## src/rtl/demux8_reg.sv

```systemverilog
// Registered 1-to-8 demux with per-channel hold registers and valid/ack.
// Optional broadcast write enabled by DEMUX8_BCAST_EN.
module demux8_reg #(
  parameter int WIDTH = 8
) (
  input  logic               clk,
  input  logic               reset,
  input  logic               in_valid,
  output logic               in_ready,
  input  logic [2:0]         in_sel,
  input  logic [WIDTH-1:0]   in_data,
`ifdef DEMUX8_BCAST_EN
  input  logic               bcast,
`endif
  output logic [8*WIDTH-1:0] out_data,
  output logic [7:0]         out_valid,
  input  logic [7:0]         out_ack,
  output logic [3:0]         occupancy
);

  logic [7:0]            valid_q, valid_d;
  logic [7:0][WIDTH-1:0] data_q, data_d;
  logic [3:0]            occ_q, occ_d;
  logic [7:0]            free;
  logic [7:0]            load;
  logic                  bc;
  logic                  acc;

`ifdef DEMUX8_BCAST_EN
  assign bc = bcast;
`else
  assign bc = 1'b0;
`endif

  // A slot can take a word if empty or being drained this cycle.
  assign free = ~valid_q | out_ack;

  always_comb begin
    in_ready = 1'b0;
    if (!reset) begin
      if (bc) in_ready = &free;
      else    in_ready = free[in_sel];
    end
  end

  assign acc = in_valid & in_ready;

  always_comb begin
    load = 8'h00;
    if (acc) begin
      if (bc) load = 8'hFF;
      else    load = 8'h01 << in_sel;
    end
  end

  always_comb begin
    valid_d = (valid_q & ~out_ack) | load;
    data_d  = data_q;
    for (int k = 0; k < 8; k++) begin
      if (load[k]) data_d[k] = in_data;
    end
    if (reset) begin
      valid_d = 8'h00;
      data_d  = '0;
    end
  end

  always_comb begin
    occ_d = 4'd0;
    for (int k = 0; k < 8; k++) begin
      occ_d = occ_d + {3'd0, valid_d[k]};
    end
  end

  always_ff @(posedge clk) begin
    valid_q <= valid_d;
    data_q  <= data_d;
    occ_q   <= occ_d;
  end

  assign out_valid = valid_q;
  assign out_data  = data_q;
  assign occupancy = occ_q;

endmodule

```

## config.mk

```make
export PLATFORM = sky130hd
export DESIGN_NAME = demux8_reg
export DESIGN_NICKNAME = d
export VERILOG_FILES = /design/src/rtl/demux8_reg.sv
export SDC_FILE = /design/constraint.sdc
export NUM_CORES = 1
export LEC_CHECK = 0
export BUFFER_PORTS_ARGS = -buffer_cell sky130_fd_sc_hd__buf_2
export CORE_MARGIN = 5
export CORE_UTILIZATION = 30
export DETAILED_ROUTE_END_ITERATION = 8
export PLACE_DENSITY = 0.6
export SLEW_MARGIN = 20
export SYNTH_ARGS = -nofsm -noshare
export SYNTH_HDL_FRONTEND = slang
export SYNTH_SLANG_ARGS = --single-unit
```

## constraint.sdc

```tcl
create_clock -name clk -period 3.6 [get_ports clk]
set_clock_uncertainty 0.1 [all_clocks]
set_input_delay 0.36 -clock clk [delete_from_list [all_inputs] [get_ports clk]]
set_output_delay 0.36 -clock clk [all_outputs]
set_load 0.02 [all_outputs]
```

==> tab_implementation.tex <==
\begin{tabular}{lr}
\hline
Metric & Value \\
\hline
\multicolumn{2}{l}{\textbf{Yosys}} \\
Share of the synthesized area in compound gates (AO/OA/AOI/OAI) & 0.153 \\
Mux contribution to synthesized area & 0.100 \\
Fraction of the yosys area taken by sequential cells & 0.445 \\
Ys async rst share & 0 \\
Synthesized Nets & 376 \\
Count of different cell masters after synthesis & 35 \\
Share of synthesized cell area in and, or, nand and nor gates & 0.186 \\
Register bit total from synthesis & 76 \\
Largest family of logic cells by synthesized area & simple AND/OR/NAND/NOR gates \\
Netlist area before placement & 3420 um\^{}2 \\
Post-synth EDFFs & 0 \\
Count of yosys warnings during synthesis & 0 \\
Post-synthesis xor/xnor area fraction & 0.00256 \\
Most instantiated flip-flop cell in the synthesis netlist & sky130\_fd\_sc\_hd\_\_dfxtp\_1 \\
Synth Area per Inst & 9.84 um\^{}2 \\
Arithmetic-cell share of the synthesized area counting full adders, half adders and majority gates & 0.0344 \\
Cell count after synthesis & 347 \\
\multicolumn{2}{l}{\textbf{CTS}} \\
Setup bufs post-CTS & 0 \\
Post-CTS clock slew at the launch and capture registers of the worst setup and hold paths & 0.06 ns \\
CTS root buffer & sky130\_fd\_sc\_hd\_\_clkbuf\_16 \\
Num Clock Sinks & 76 \\
Number of clock buffers inserted by TritonCTS & 9 \\
Max Root-Sink Buffers & 2 \\
Gates resized, CTS repair & 0 \\
Hold bufs inserted after CTS & 0 \\
Clock latency on the worst-skew pair & 0.33 ns \\
Clock tree from TritonCTS & done \\
CTS H-tree lvls & 3 \\
\multicolumn{2}{l}{\textbf{Detailed routing}} \\
Detail-routed net length per standard cell & 17.4 um \\
Starting DRC count in detailed routing & 193 \\
Via count & 2,988 \\
Number of routed nets with antenna violations & 0 \\
Drc violations & 0 \\
Drt via density & 5.13 \\
Count of TritonRoute iterations in the first routing pass & 5 \\
Final wirelength & 10.2 mm \\
\multicolumn{2}{l}{\textbf{Die}} \\
Standard-cell rows & 39 \\
Top-Level Pins & 99 \\
Core area & 11,300 um\^{}2 \\
Initial cell density of the core & 0.303 \\
Overall die width & 117 um \\
Area enclosed by the die boundary & 13,600 um\^{}2 \\
Height of the die & 117 um \\
\multicolumn{2}{l}{\textbf{GRT}} \\
Pin count of the biggest net entering global routing & 66 \\
Total global routing track utilization & 0.152 \\
First-pass GRT wire length & 15.9 mm \\
Antenna violations before repair & 1 \\
Overall overflow remaining after global route & 0 \\
Via count of the first global-routing pass & 2,978 \\
\multicolumn{2}{l}{\textbf{Setup path}} \\
Critical Path End Type & register \\
Worst endpoint required time & 3.72 ns \\
Startpoint of the most critical setup path & out\_valid[3] \\
Maximum fanout encountered on the critical timing path & 5 \\
Worst Path Class, Setup & register to register \\
Startpoint of the most critical register-to-register path & out\_valid[3] \\
Worst path arrival time & 3.45 ns \\
Launching element type of the critical path & register \\
\multicolumn{2}{l}{\textbf{STA}} \\
Fmax achieved & 301 MHz \\
RSZ-0062 raised after global routing & no \\
Least-Margin Pin Slew & 0.676 ns \\
Fin crit period & 3.32 ns \\
Max-slew headroom at the worst pin & 0.548 \\
Sum of negative setup slack & 0 ns \\
Final-report setup violation count & 0 \\
Count of final hold-check violations & 0 \\
Final Max Tran Viols & 0 \\
Post-route clock period utilization & 0.923 \\
\multicolumn{2}{l}{\textbf{Cells and area}} \\
Flip-flop and latch area & 1520 um\^{}2 \\
Layout Nets & 465 \\
Post-Layout Inst Area & 4260 um\^{}2 \\
Commonest non-fill, non-tap cell in the layout & sky130\_fd\_sc\_hd\_\_buf\_2 \\
Leading cell types in the layout, fill and taps excluded & sky130\_fd\_sc\_hd\_\_buf\_2, sky130\_fd\_sc\_hd\_\_dfxtp\_1, sky130\_fd\_sc\_hd\_\_a21oi\_1, sky130\_fd\_sc\_hd\_\_nand2b\_1, sky130\_fd\_sc\_hd\_\_nand4\_1 \\
Multi-input gate area in the final layout & 1630 um\^{}2 \\
Fillcell total & 1,154 \\
Fraction of final layout cells with drive strength greater than 1 & 0.311 \\
Synthesis-to-layout area growth & 24.8\% \\
Antenna cell count & 0 \\
\multicolumn{2}{l}{\textbf{Worst hold path}} \\
Worst hold start & in\_data[7] \\
Kind of path behind the tightest hold check & input port to register \\
\multicolumn{2}{l}{\textbf{Status}} \\
Status & completed \\
\multicolumn{2}{l}{\textbf{Place}} \\
Port Buffer Count & 98 \\
Post-DP HPWL & 7.31 mm \\
Placed Area & 4000 um\^{}2 \\
Final RePlAce weighted congestion & 0.790 \\
\multicolumn{2}{l}{\textbf{Pwr}} \\
Leakage power & 2.01 nW \\
Power Dens Cells & 429 nW/um\^{}2 \\
Largest vdd supply drop & 0.231 mV \\
\multicolumn{2}{l}{\textbf{Job}} \\
Number of max-cap violations & 0 \\
\hline
\end{tabular}
==> worst max-delay path, cell delays in order (launching register included) <==
cell and delay [ns]:
sky130_fd_sc_hd__dfxtp_1 0.32, sky130_fd_sc_hd__nand2b_1 0.14, sky130_fd_sc_hd__o2111ai_1 0.31, sky130_fd_sc_hd__a21o_1 0.17
sky130_fd_sc_hd__fa_1 0.43, sky130_fd_sc_hd__fa_1 0.49, sky130_fd_sc_hd__inv_1 0.05, sky130_fd_sc_hd__fa_1 0.48
sky130_fd_sc_hd__ha_1 0.16, sky130_fd_sc_hd__inv_1 0.06, sky130_fd_sc_hd__fa_1 0.37, sky130_fd_sc_hd__xnor2_1 0.13
==> cell type report <==
type,count,area share
clock buffer,10,0.0537
timing repair buffer,114,0.143
sequential,76,0.357
inverter,16,0.0141
tap,143,0.0420
multi-input combinational,219,0.383
clock inverter,5,0.00704
==> final timing paths <==
path / to / slack, ns / cells after the start
hold reg to reg: out_data[57] / 0.37 / 2
setup / recovery: occupancy[2] / 0.28 / 11
setup reg to reg: occupancy[2] / 0.28 / 11
hold / removal: out_data[63] / 0.26 / 3
==> synth_stat cells (2+ instances only) <==
| cell | n | area [um^2] |
|---|---|---|
| sky130_fd_sc_hd__nand2b_1 | 40 | 250 |
| sky130_fd_sc_hd__nand3_1 | 2 | 10.0 |
| sky130_fd_sc_hd__mux2i_1 | 32 | 320 |
| sky130_fd_sc_hd__buf_4 | 6 | 45.0 |
| sky130_fd_sc_hd__nand4_1 | 33 | 206 |
| sky130_fd_sc_hd__nor2b_1 | 6 | 37.5 |
| sky130_fd_sc_hd__a21o_1 | 5 | 37.5 |
| sky130_fd_sc_hd__nor2_1 | 3 | 11.3 |
| sky130_fd_sc_hd__fa_1 | 4 | 80.1 |
| sky130_fd_sc_hd__nand4b_1 | 2 | 17.5 |
| sky130_fd_sc_hd__ha_1 | 3 | 37.5 |
| sky130_fd_sc_hd__a21oi_1 | 41 | 205 |
| sky130_fd_sc_hd__o31ai_1 | 32 | 240 |
| sky130_fd_sc_hd__dfxtp_1 | 76 | 1520 |
| sky130_fd_sc_hd__inv_1 | 16 | 60.1 |
| sky130_fd_sc_hd__buf_1 | 4 | 15.0 |
| sky130_fd_sc_hd__clkbuf_1 | 11 | 41.3 |
| sky130_fd_sc_hd__buf_6 | 5 | 56.3 |
| sky130_fd_sc_hd__buf_2 | 10 | 50.1 |
==> per-stage QoR <==
stage | cells | total power, mW | util | worst slack, ns | hold slack, ns
5_1_grt | 583 | 1.91 | 0.378 | 0.137 | 0.258
2_1_floorplan | 347 | 0.982 | - | 0.00255 | 0.410
4_1_cts | 583 | 1.85 | 0.378 | 0.286 | 0.253
6_report | 583 | 1.83 | 0.378 | 0.276 | 0.264
3_5_place_dp | 568 | 1.05 | 0.355 | 0.0319 | 0.359
3_3_place_gp | 568 | 1.04 | 0.355 | 0.0817 | 0.357
==> cell families (layout without fill, tap and decap cells) <==
logic type               count (synthesis)  in the layout
AND/OR/NAND/NOR                         96             96
buffers and inverters                   52            145
AO/OA/AOI/OAI                           82             82
flip-flops                              76             76
XOR/XNOR                                 1              1
multiplexers                            33             33
adder cells (fa/ha/maj)                  7              7
==> sequential cells by signal, indices dropped and copies added (netlist names) <==
| name | flops |
|---|---|
| out_data | 64 |
| out_valid | 8 |
| occupancy | 4 |
==> report_power, final <==
group | internal, mW | switching [mW] | total [mW] | leakage (nW)
clock | 0.459 | 0.343 | 0.802 | 0.124
combinational | 0.0558 | 0.106 | 0.162 | 1.27
sequential | 0.857 | 0.00792 | 0.864 | 0.614
==> metal layers <==
metal	share of wire	track usage	up-vias
li1	-	-	1422
met1	0.42	0.192	1439
met2	0.50	0.247	99
met3	0.059	0.0461	26
met4	0.021	0.0550	2
met5	0.00069	0	-
No activity file was read; power rests on OpenSTA's default activity.
